==> config.mk <==
export PLATFORM = sky130hd
export DESIGN_NAME = core_bus_arb_flat
export DESIGN_NICKNAME = d
export VERILOG_FILES = /design/src/rtl/core_bus_arb_pkg.sv /design/src/rtl/core_bus_arb_if.sv /design/src/rtl/core_bus_arb_idfifo.sv /design/src/rtl/core_bus_arb.sv /design/src/flat_wrapper.sv
export SDC_FILE = /design/constraint.sdc
export NUM_CORES = 1
export LEC_CHECK = 0
export CAP_MARGIN = 15
export CORE_AREA = 2 2 123 125
export DETAILED_ROUTE_END_ITERATION = 8
export DIE_AREA = 0 0 125 127
export GPL_TIMING_DRIVEN = 1
export PLACE_DENSITY = 0.65
export RECOVER_POWER = 50
export SYNTH_ARGS = -nofsm -noshare
export SYNTH_HDL_FRONTEND = slang
export SYNTH_SLANG_ARGS = --single-unit
==> constraint.sdc <==
create_clock -name clk -period 2.4 [get_ports clk]
set_clock_uncertainty 0.2 [all_clocks]
set_input_delay 0.72 -clock clk [delete_from_list [all_inputs] [get_ports clk]]
set_output_delay 0.72 -clock clk [all_outputs]
set_load 0.01 [all_outputs]
==> src/rtl/core_bus_arb_pkg.sv <==
// Shared types for the core bus arbiter: source IDs and arbitration modes.
package core_bus_pkg;
  typedef enum logic {SRC_ISTR = 1'b0, SRC_DATA = 1'b1} bus_src_e;
  localparam int ARB_RR    = 0;
  localparam int ARB_FIXED = 1;
endpackage

==> src/rtl/core_bus_arb_if.sv <==
// Avalon-MM bus bundle; the master drives commands, the slave answers.
interface i_avl_bus;
  logic [31:0] address;
  logic        read;
  logic        write;
  logic [31:0] writedata;
  logic [3:0]  byteenable;
  logic [31:0] readdata;
  logic        readdatavalid;
  logic        waitrequest;

  modport master (output address, read, write, writedata, byteenable,
                  input  readdata, readdatavalid, waitrequest);
  modport slave  (input  address, read, write, writedata, byteenable,
                  output readdata, readdatavalid, waitrequest);
endinterface

==> src/rtl/core_bus_arb_idfifo.sv <==
// Source-ID FIFO for outstanding reads; push is refused when full, even on a same-cycle pop.
module core_bus_arb_idfifo #(
  parameter int DEPTH = 4,
  parameter int WIDTH = 1
) (
  input  logic                       clk,
  input  logic                       rest,
  input  logic                       push,
  input  logic                       pop,
  input  logic [WIDTH-1:0]           din,
  output logic [WIDTH-1:0]           dout,
  output logic                       full,
  output logic                       empty,
  output logic [$clog2(DEPTH+1)-1:0] count
);
  localparam int PW = (DEPTH > 1) ? $clog2(DEPTH) : 1;
  localparam int CW = $clog2(DEPTH + 1);

  logic [WIDTH-1:0] mem_q [DEPTH];
  logic [PW-1:0]    wr_q, rd_q;
  logic [CW-1:0]    cnt_q;
  logic             do_push, do_pop;

  // Explicit wrap so non-power-of-two depths work.
  function automatic logic [PW-1:0] ptr_inc(input logic [PW-1:0] p);
    return (p == PW'(DEPTH - 1)) ? '0 : p + 1'b1;
  endfunction

  assign full    = (cnt_q == CW'(DEPTH));
  assign empty   = (cnt_q == '0);
  assign do_push = push & ~full;
  assign do_pop  = pop & ~empty;
  assign dout    = mem_q[rd_q];
  assign count   = cnt_q;

  always_ff @(posedge clk) begin
    if (do_push) mem_q[wr_q] <= din;
  end

  always_ff @(posedge clk or negedge rest) begin
    if (!rest) begin
      wr_q  <= '0;
      rd_q  <= '0;
      cnt_q <= '0;
    end else begin
      if (do_push) wr_q <= ptr_inc(wr_q);
      if (do_pop)  rd_q <= ptr_inc(rd_q);
      case ({do_push, do_pop})
        2'b10:   cnt_q <= cnt_q + 1'b1;
        2'b01:   cnt_q <= cnt_q - 1'b1;
        default: cnt_q <= cnt_q;
      endcase
    end
  end
endmodule

==> src/rtl/core_bus_arb.sv <==
// Merges the core's instruction and data Avalon masters onto one memory port,
// steering pipelined read returns back by source ID.
module core_bus_arb
  import core_bus_pkg::*;
#(
  parameter int MAX_OUTSTANDING = 4,
  parameter int ARB_MODE        = ARB_RR
) (
  input  logic                                 clk,
  input  logic                                 rest,
  i_avl_bus.slave                              avl_s0_istr,
  i_avl_bus.slave                              avl_s1_data,
  i_avl_bus.master                             avl_m0,
  output logic [$clog2(MAX_OUTSTANDING+1)-1:0] outstanding,
  output logic                                 err_unexp_rdv
);
  bus_src_e    gnt, head, last_q, last_d, lsrc_q, lsrc_d;
  logic        lock_q, lock_d, err_q, err_d;
  logic        req_i, req_d, gnt_vld, out_en;
  logic        sel_rd, sel_wr, cmd_rd, cmd_wr, accept, stall_wr;
  logic [31:0] sel_addr, sel_wdata;
  logic [3:0]  sel_be;
  logic        fifo_push, fifo_pop, fifo_full, fifo_empty;
  logic [0:0]  fifo_din, fifo_dout;

  assign req_i = avl_s0_istr.read | avl_s0_istr.write;
  assign req_d = avl_s1_data.read | avl_s1_data.write;

  always_comb begin
    gnt     = SRC_ISTR;
    gnt_vld = 1'b0;
    if (lock_q) begin
      gnt     = lsrc_q;
      gnt_vld = 1'b1;
    end else if (req_i && req_d) begin
      gnt_vld = 1'b1;
      if (ARB_MODE == ARB_FIXED) gnt = SRC_DATA;
      else gnt = (last_q == SRC_ISTR) ? SRC_DATA : SRC_ISTR;
    end else if (req_d) begin
      gnt     = SRC_DATA;
      gnt_vld = 1'b1;
    end else if (req_i) begin
      gnt_vld = 1'b1;
    end
  end

  assign sel_rd    = (gnt == SRC_DATA) ? avl_s1_data.read       : avl_s0_istr.read;
  assign sel_wr    = (gnt == SRC_DATA) ? avl_s1_data.write      : avl_s0_istr.write;
  assign sel_addr  = (gnt == SRC_DATA) ? avl_s1_data.address    : avl_s0_istr.address;
  assign sel_wdata = (gnt == SRC_DATA) ? avl_s1_data.writedata  : avl_s0_istr.writedata;
  assign sel_be    = (gnt == SRC_DATA) ? avl_s1_data.byteenable : avl_s0_istr.byteenable;

  assign cmd_rd   = gnt_vld & sel_rd & ~fifo_full;
  assign cmd_wr   = gnt_vld & sel_wr;
  assign accept   = (cmd_rd | cmd_wr) & ~avl_m0.waitrequest;
  assign stall_wr = avl_m0.waitrequest | (sel_rd & fifo_full);

  // Reset only masks the outward command; internal state is already held in reset.
  assign out_en            = rest & gnt_vld;
  assign avl_m0.read       = rest & cmd_rd;
  assign avl_m0.write      = rest & cmd_wr;
  assign avl_m0.address    = out_en ? sel_addr  : '0;
  assign avl_m0.writedata  = out_en ? sel_wdata : '0;
  assign avl_m0.byteenable = out_en ? sel_be    : '0;

  assign avl_s0_istr.waitrequest = (gnt_vld && gnt == SRC_ISTR) ? stall_wr : 1'b1;
  assign avl_s1_data.waitrequest = (gnt_vld && gnt == SRC_DATA) ? stall_wr : 1'b1;

  assign head      = bus_src_e'(fifo_dout);
  assign fifo_din  = gnt;
  assign fifo_push = accept & cmd_rd;
  assign fifo_pop  = avl_m0.readdatavalid & ~fifo_empty;

  assign avl_s0_istr.readdatavalid = fifo_pop & (head == SRC_ISTR);
  assign avl_s1_data.readdatavalid = fifo_pop & (head == SRC_DATA);
  assign avl_s0_istr.readdata      = avl_m0.readdata;
  assign avl_s1_data.readdata      = avl_m0.readdata;

  always_comb begin
    lock_d = lock_q;
    lsrc_d = lsrc_q;
    last_d = last_q;
    err_d  = err_q | (avl_m0.readdatavalid & fifo_empty);
    if (accept) begin
      lock_d = 1'b0;
      last_d = gnt;
    end else if (gnt_vld && (sel_rd || sel_wr)) begin
      // Stalled: pin the grant so the held command is never switched away.
      lock_d = 1'b1;
      lsrc_d = gnt;
    end
  end

  always_ff @(posedge clk or negedge rest) begin
    if (!rest) begin
      lock_q <= 1'b0;
      lsrc_q <= SRC_ISTR;
      last_q <= SRC_ISTR;
      err_q  <= 1'b0;
    end else begin
      lock_q <= lock_d;
      lsrc_q <= lsrc_d;
      last_q <= last_d;
      err_q  <= err_d;
    end
  end

  assign err_unexp_rdv = err_q;

  core_bus_arb_idfifo #(.DEPTH(MAX_OUTSTANDING), .WIDTH(1)) u_idfifo (
    .clk   (clk),
    .rest  (rest),
    .push  (fifo_push),
    .pop   (fifo_pop),
    .din   (fifo_din),
    .dout  (fifo_dout),
    .full  (fifo_full),
    .empty (fifo_empty),
    .count (outstanding)
  );
endmodule

==> src/flat_wrapper.sv <==
// flat-port wrapper written by rule: the top's interface ports become plain ports
module core_bus_arb_flat import core_bus_pkg::*;
#(
  parameter int MAX_OUTSTANDING = 4,
  parameter int ARB_MODE        = ARB_RR
)
  (clk, rest, outstanding, err_unexp_rdv, avl_s0_istr_address, avl_s0_istr_read, avl_s0_istr_write, avl_s0_istr_writedata, avl_s0_istr_byteenable, avl_s0_istr_readdata, avl_s0_istr_readdatavalid, avl_s0_istr_waitrequest, avl_s1_data_address, avl_s1_data_read, avl_s1_data_write, avl_s1_data_writedata, avl_s1_data_byteenable, avl_s1_data_readdata, avl_s1_data_readdatavalid, avl_s1_data_waitrequest, avl_m0_address, avl_m0_read, avl_m0_write, avl_m0_writedata, avl_m0_byteenable, avl_m0_readdata, avl_m0_readdatavalid, avl_m0_waitrequest);
  i_avl_bus avl_s0_istr_i ();
  i_avl_bus avl_s1_data_i ();
  i_avl_bus avl_m0_i ();
  input  logic clk;
  input  logic rest;
  output logic [$clog2(MAX_OUTSTANDING+1)-1:0] outstanding;
  output logic err_unexp_rdv;
  input wire logic [$bits(avl_s0_istr_i.address)-1:0] avl_s0_istr_address;
  input wire logic [$bits(avl_s0_istr_i.read)-1:0] avl_s0_istr_read;
  input wire logic [$bits(avl_s0_istr_i.write)-1:0] avl_s0_istr_write;
  input wire logic [$bits(avl_s0_istr_i.writedata)-1:0] avl_s0_istr_writedata;
  input wire logic [$bits(avl_s0_istr_i.byteenable)-1:0] avl_s0_istr_byteenable;
  output wire logic [$bits(avl_s0_istr_i.readdata)-1:0] avl_s0_istr_readdata;
  output wire logic [$bits(avl_s0_istr_i.readdatavalid)-1:0] avl_s0_istr_readdatavalid;
  output wire logic [$bits(avl_s0_istr_i.waitrequest)-1:0] avl_s0_istr_waitrequest;
  input wire logic [$bits(avl_s1_data_i.address)-1:0] avl_s1_data_address;
  input wire logic [$bits(avl_s1_data_i.read)-1:0] avl_s1_data_read;
  input wire logic [$bits(avl_s1_data_i.write)-1:0] avl_s1_data_write;
  input wire logic [$bits(avl_s1_data_i.writedata)-1:0] avl_s1_data_writedata;
  input wire logic [$bits(avl_s1_data_i.byteenable)-1:0] avl_s1_data_byteenable;
  output wire logic [$bits(avl_s1_data_i.readdata)-1:0] avl_s1_data_readdata;
  output wire logic [$bits(avl_s1_data_i.readdatavalid)-1:0] avl_s1_data_readdatavalid;
  output wire logic [$bits(avl_s1_data_i.waitrequest)-1:0] avl_s1_data_waitrequest;
  output wire logic [$bits(avl_m0_i.address)-1:0] avl_m0_address;
  output wire logic [$bits(avl_m0_i.read)-1:0] avl_m0_read;
  output wire logic [$bits(avl_m0_i.write)-1:0] avl_m0_write;
  output wire logic [$bits(avl_m0_i.writedata)-1:0] avl_m0_writedata;
  output wire logic [$bits(avl_m0_i.byteenable)-1:0] avl_m0_byteenable;
  input wire logic [$bits(avl_m0_i.readdata)-1:0] avl_m0_readdata;
  input wire logic [$bits(avl_m0_i.readdatavalid)-1:0] avl_m0_readdatavalid;
  input wire logic [$bits(avl_m0_i.waitrequest)-1:0] avl_m0_waitrequest;
  assign avl_s0_istr_i.address = avl_s0_istr_address;
  assign avl_s0_istr_i.read = avl_s0_istr_read;
  assign avl_s0_istr_i.write = avl_s0_istr_write;
  assign avl_s0_istr_i.writedata = avl_s0_istr_writedata;
  assign avl_s0_istr_i.byteenable = avl_s0_istr_byteenable;
  assign avl_s0_istr_readdata = avl_s0_istr_i.readdata;
  assign avl_s0_istr_readdatavalid = avl_s0_istr_i.readdatavalid;
  assign avl_s0_istr_waitrequest = avl_s0_istr_i.waitrequest;
  assign avl_s1_data_i.address = avl_s1_data_address;
  assign avl_s1_data_i.read = avl_s1_data_read;
  assign avl_s1_data_i.write = avl_s1_data_write;
  assign avl_s1_data_i.writedata = avl_s1_data_writedata;
  assign avl_s1_data_i.byteenable = avl_s1_data_byteenable;
  assign avl_s1_data_readdata = avl_s1_data_i.readdata;
  assign avl_s1_data_readdatavalid = avl_s1_data_i.readdatavalid;
  assign avl_s1_data_waitrequest = avl_s1_data_i.waitrequest;
  assign avl_m0_address = avl_m0_i.address;
  assign avl_m0_read = avl_m0_i.read;
  assign avl_m0_write = avl_m0_i.write;
  assign avl_m0_writedata = avl_m0_i.writedata;
  assign avl_m0_byteenable = avl_m0_i.byteenable;
  assign avl_m0_i.readdata = avl_m0_readdata;
  assign avl_m0_i.readdatavalid = avl_m0_readdatavalid;
  assign avl_m0_i.waitrequest = avl_m0_waitrequest;
  core_bus_arb #(.MAX_OUTSTANDING(MAX_OUTSTANDING), .ARB_MODE(ARB_MODE)) u_core (.clk(clk), .rest(rest), .avl_s0_istr(avl_s0_istr_i), .avl_s1_data(avl_s1_data_i), .avl_m0(avl_m0_i), .outstanding(outstanding), .err_unexp_rdv(err_unexp_rdv));
endmodule
==> impl_metrics.env <==
export IMPL_status="complete, but fails checks"
export IMPL_violations="setup timing"
export IMPL_regToRegSetupSlack_ps=-10
export IMPL_total_power_mw=7.047
export IMPL_synthArstFlopShare=0.7333
export IMPL_layout_min_cycle_time_ps=2993
export IMPL_path_delay_family="buffers and inverters"
export IMPL_finalMaxSlewViolations=0
export IMPL_synth_cells=374
export IMPL_drt_initial_drc_count=82
export IMPL_cp_end_kind="primary output"
export IMPL_cp_cell_sequence="buf_8 > o21ai_4 > o211ai_1 > and2_4 > inv_8 > buf_12 > buf_12 > buf_16 > nand2_4 > a21oi_2 > buf_2"
export IMPL_mostFrequentLayoutCell="clkdlybuf4s50_1"
export IMPL_cts_sinks=15
export IMPL_nets=775
export IMPL_first_global_vias=3625
export IMPL_worstHoldPathCells=1
export IMPL_cp_num_buf_inv=6
export IMPL_grt_max_degree=33
export IMPL_tns_ps=-36450
export IMPL_synth_area_um2=2316
export IMPL_drt_vias_per_instance=4.372
export IMPL_cts_tree="yes"
export IMPL_die_h_um=127
export IMPL_critical_path_depth=11
export IMPL_antenna_found_initial=1
export IMPL_synth_fp_nets=557
export IMPL_setup_viol=74
export IMPL_hp_class="reg2reg"
export IMPL_final_cell_count_no_fill=776
export IMPL_p_clk_frac=0.046
export IMPL_row_count=44
export IMPL_die_x_um=125
export IMPL_num_io_pins=318
export IMPL_fp_coreArea_um2=14420
export IMPL_drcViolationCount=0
export IMPL_ys_seq_area_frac=0.1707
export IMPL_drtPass1Iterations=4
export IMPL_arrival_ps=2070
export IMPL_hold_path_end="u_core.err_unexp_rdv$_DFF_PN0_"
export IMPL_cts_made_buffers=3
export IMPL_path_clk_slew_ps=50
export IMPL_crit_top_cell="buf_12"
export IMPL_power_density_nw_per_um2=1201
export IMPL_clock_fmax_mhz=334.1
export IMPL_cp_data_required_time_ps=1480
export IMPL_area_delta_synth_final_pct=153.3
export IMPL_finalCritPeriodShare=1.247
export IMPL_wl_per_cell_um=17.63
export IMPL_grt_usage=0.1531
export IMPL_holdBufCountCts=0
export IMPL_fin_area_um2=5866
export IMPL_slowest_stage="and2_4"
export IMPL_reg2reg_to="u_core.u_idfifo.count[2]$_DFFE_PN0P_"
export IMPL_p_int_mw=3.943
export IMPL_yosysWarnings=0
export IMPL_worst_slew_pin_slew_ps=633.6
export IMPL_worstSetupStartpointType="primary input"
export IMPL_combPwrFrac=0.887
export IMPL_drive_gt1_frac=0.5567
export IMPL_grt_pass1_wl_mm=19.39
export IMPL_gp_congestion=0.8030
export IMPL_clockBufferDepth=2
export IMPL_leakagePower_nw=2.633
export IMPL_pre_cts_ws_ps=-1419
export IMPL_final_util=0.4067
export IMPL_ir_worst_vdd_mv=0.6376
export IMPL_cts_max_level=1
export IMPL_vias=3393
export IMPL_clkLatencyLatePin_ps=240
export IMPL_reg2reg_depth=11
export IMPL_ys_seq_elements=15
export IMPL_ys_flop_type="dfrtp_1"
export IMPL_crit_path_max_fanout=5
export IMPL_setup_ws_ps=-593.4
export IMPL_drt_total_wl_mm=13.68
export IMPL_crit_path_max_incr_delay_ps=190
export IMPL_seqPwrFrac=0.067
export IMPL_die_area_um2=15880
export IMPL_worstReg2RegStart="u_core.last_q$_DFFE_PN0P_"
export IMPL_path_class="in2out"
export IMPL_place_area_um2=4862
export IMPL_dpl_cell_count=735
export IMPL_hp_start="u_core.err_unexp_rdv$_DFF_PN0_"
export IMPL_timing_max_cap_violations=0
export IMPL_slew_headroom=0.5776
export IMPL_final_cell_mix="clkdlybuf4s50_1, buf_2, a21oi_2, nand2_1, nand2_4"
export IMPL_cts_root_buf="clkbuf_16"
export IMPL_portBuffers=221
export IMPL_drtAntennaViolNets=0
export IMPL_overflow=0
export IMPL_postSynthAreaPerCell_um2=6.192
export IMPL_dp_hpwl_mm=8.628
export IMPL_synth_edff_count=4
export IMPL_rsz0062_at_grt="yes"
export IMPL_finalHoldViolations=0
export IMPL_synth_cell_types=38
export IMPL_start_util=0.1606
export IMPL_hold_ws_ps=261.3
export IMPL_power_switching_mw=3.104
export IMPL_swShare=0.4405
## kinds of logic (layout without fill, tap and decap cells)
| group | after synthesis | after routing | share of synthesized area |
|---|---|---|---|
| AND/OR/NAND/NOR | 162 | 162 | 0.2809 |
| AO/OA/AOI/OAI | 87 | 87 | 0.2069 |
| buffers and inverters | 96 | 313 | 0.2653 |
| flip-flops | 15 | 15 | 0.1707 |
| multiplexers | 4 | 4 | 0.02377 |
| XOR/XNOR | 3 | 3 | 0.01135 |
| other | 0 | 1 | 0 |
| adder cells (fa/ha/maj) | 7 | 7 | 0.04106 |
## flip-flops by register name, summed over array words and instances, names as in the netlist
signal	flops
u_core.u_idfifo.rd_q	2
u_core.lsrc_q	1
u_core.u_idfifo.wr_q	2
u_core.err_unexp_rdv	1
u_core.last_q	1
u_core.u_idfifo.mem_q	4
u_core.u_idfifo.count	3
u_core.lock_q	1
## worst register-to-register path: cells and delay by family, from the launching register on
kind,cells,cell delay [ps]
compound gates,2,370
xor+xnor,2,310
fa+ha+maj,2,450
buf+inv,4,470
flops,1,410
simple gates,1,120
## power by group through the flow
stage,sequential [mW],clock [mW],combinational (mW)
5_1_grt,0.488,0.347,6.66
2_1_floorplan,0.504,0,2.18
4_1_cts,0.470,0.326,6.09
3_3_place_gp,0.467,0,3.92
6_report,0.473,0.322,6.25
3_5_place_dp,0.472,0,4.00
## worst max-delay path by stage
stage,start,end
6_report,avl_s0_istr_read,avl_m0_writedata[1]
3_3_place_gp,avl_s0_istr_read,avl_m0_address[20]
3_5_place_dp,avl_s0_istr_read,avl_m0_address[20]
2_1_floorplan,avl_s0_istr_read,avl_m0_address[12]
5_1_grt,avl_s1_data_read,avl_m0_writedata[18]
4_1_cts,avl_s1_data_read,avl_m0_writedata[30]
## per-layer routing
metal / track usage / up-vias / share of wire
met1: 0.1607 / 1585 / 0.35
li1: - / 1593 / -
met2: 0.2919 / 192 / 0.54
met4: 0.04771 / 0 / 0.014
met3: 0.04732 / 23 / 0.087
met5: 0 / - / 0
## cells in the mapped netlist (2+ instances only)
cell / n / area, um^2
inv_2: 2 / 7.510
buf_4: 64 / 480.5
edfxtp_1: 4 / 120.1
mux2_2: 2 / 22.52
a21oi_1: 71 / 355.3
xor2_1: 2 / 17.52
ha_1: 6 / 75.07
a21o_1: 2 / 15.01
buf_2: 11 / 55.05
o21ai_0: 2 / 10.01
clkbuf_1: 10 / 37.54
o211ai_1: 3 / 22.52
nor3_1: 3 / 15.01
dfrtp_1: 11 / 275.3
and2_2: 4 / 30.03
nand2_1: 142 / 533.0
inv_1: 8 / 30.03
or3_1: 2 / 12.51
a211oi_1: 2 / 15.01
nand2b_1: 2 / 12.51
nor2_1: 4 / 15.01
## final cells by class
cell class / instances / area [um^2]
inverters: 10 / 45.04
well taps: 184 / 230.2
flip-flops and latches: 15 / 395.4
multi-input cells: 263 / 2108
clock inverters: 1 / 5.005
fillers: 1446 / 8558
clock buffers: 3 / 75.07
diodes: 1 / 2.502
repair buffers: 299 / 3004
## what timing repair did
item                                    CTS  global route
buffers inserted                         18             5
resized for setup                       434            65
pin swaps                                62            48
endpoints found under the setup margin   86            76
cloned                                   14             3
Note: power is estimated with default switching activity, not from simulation.
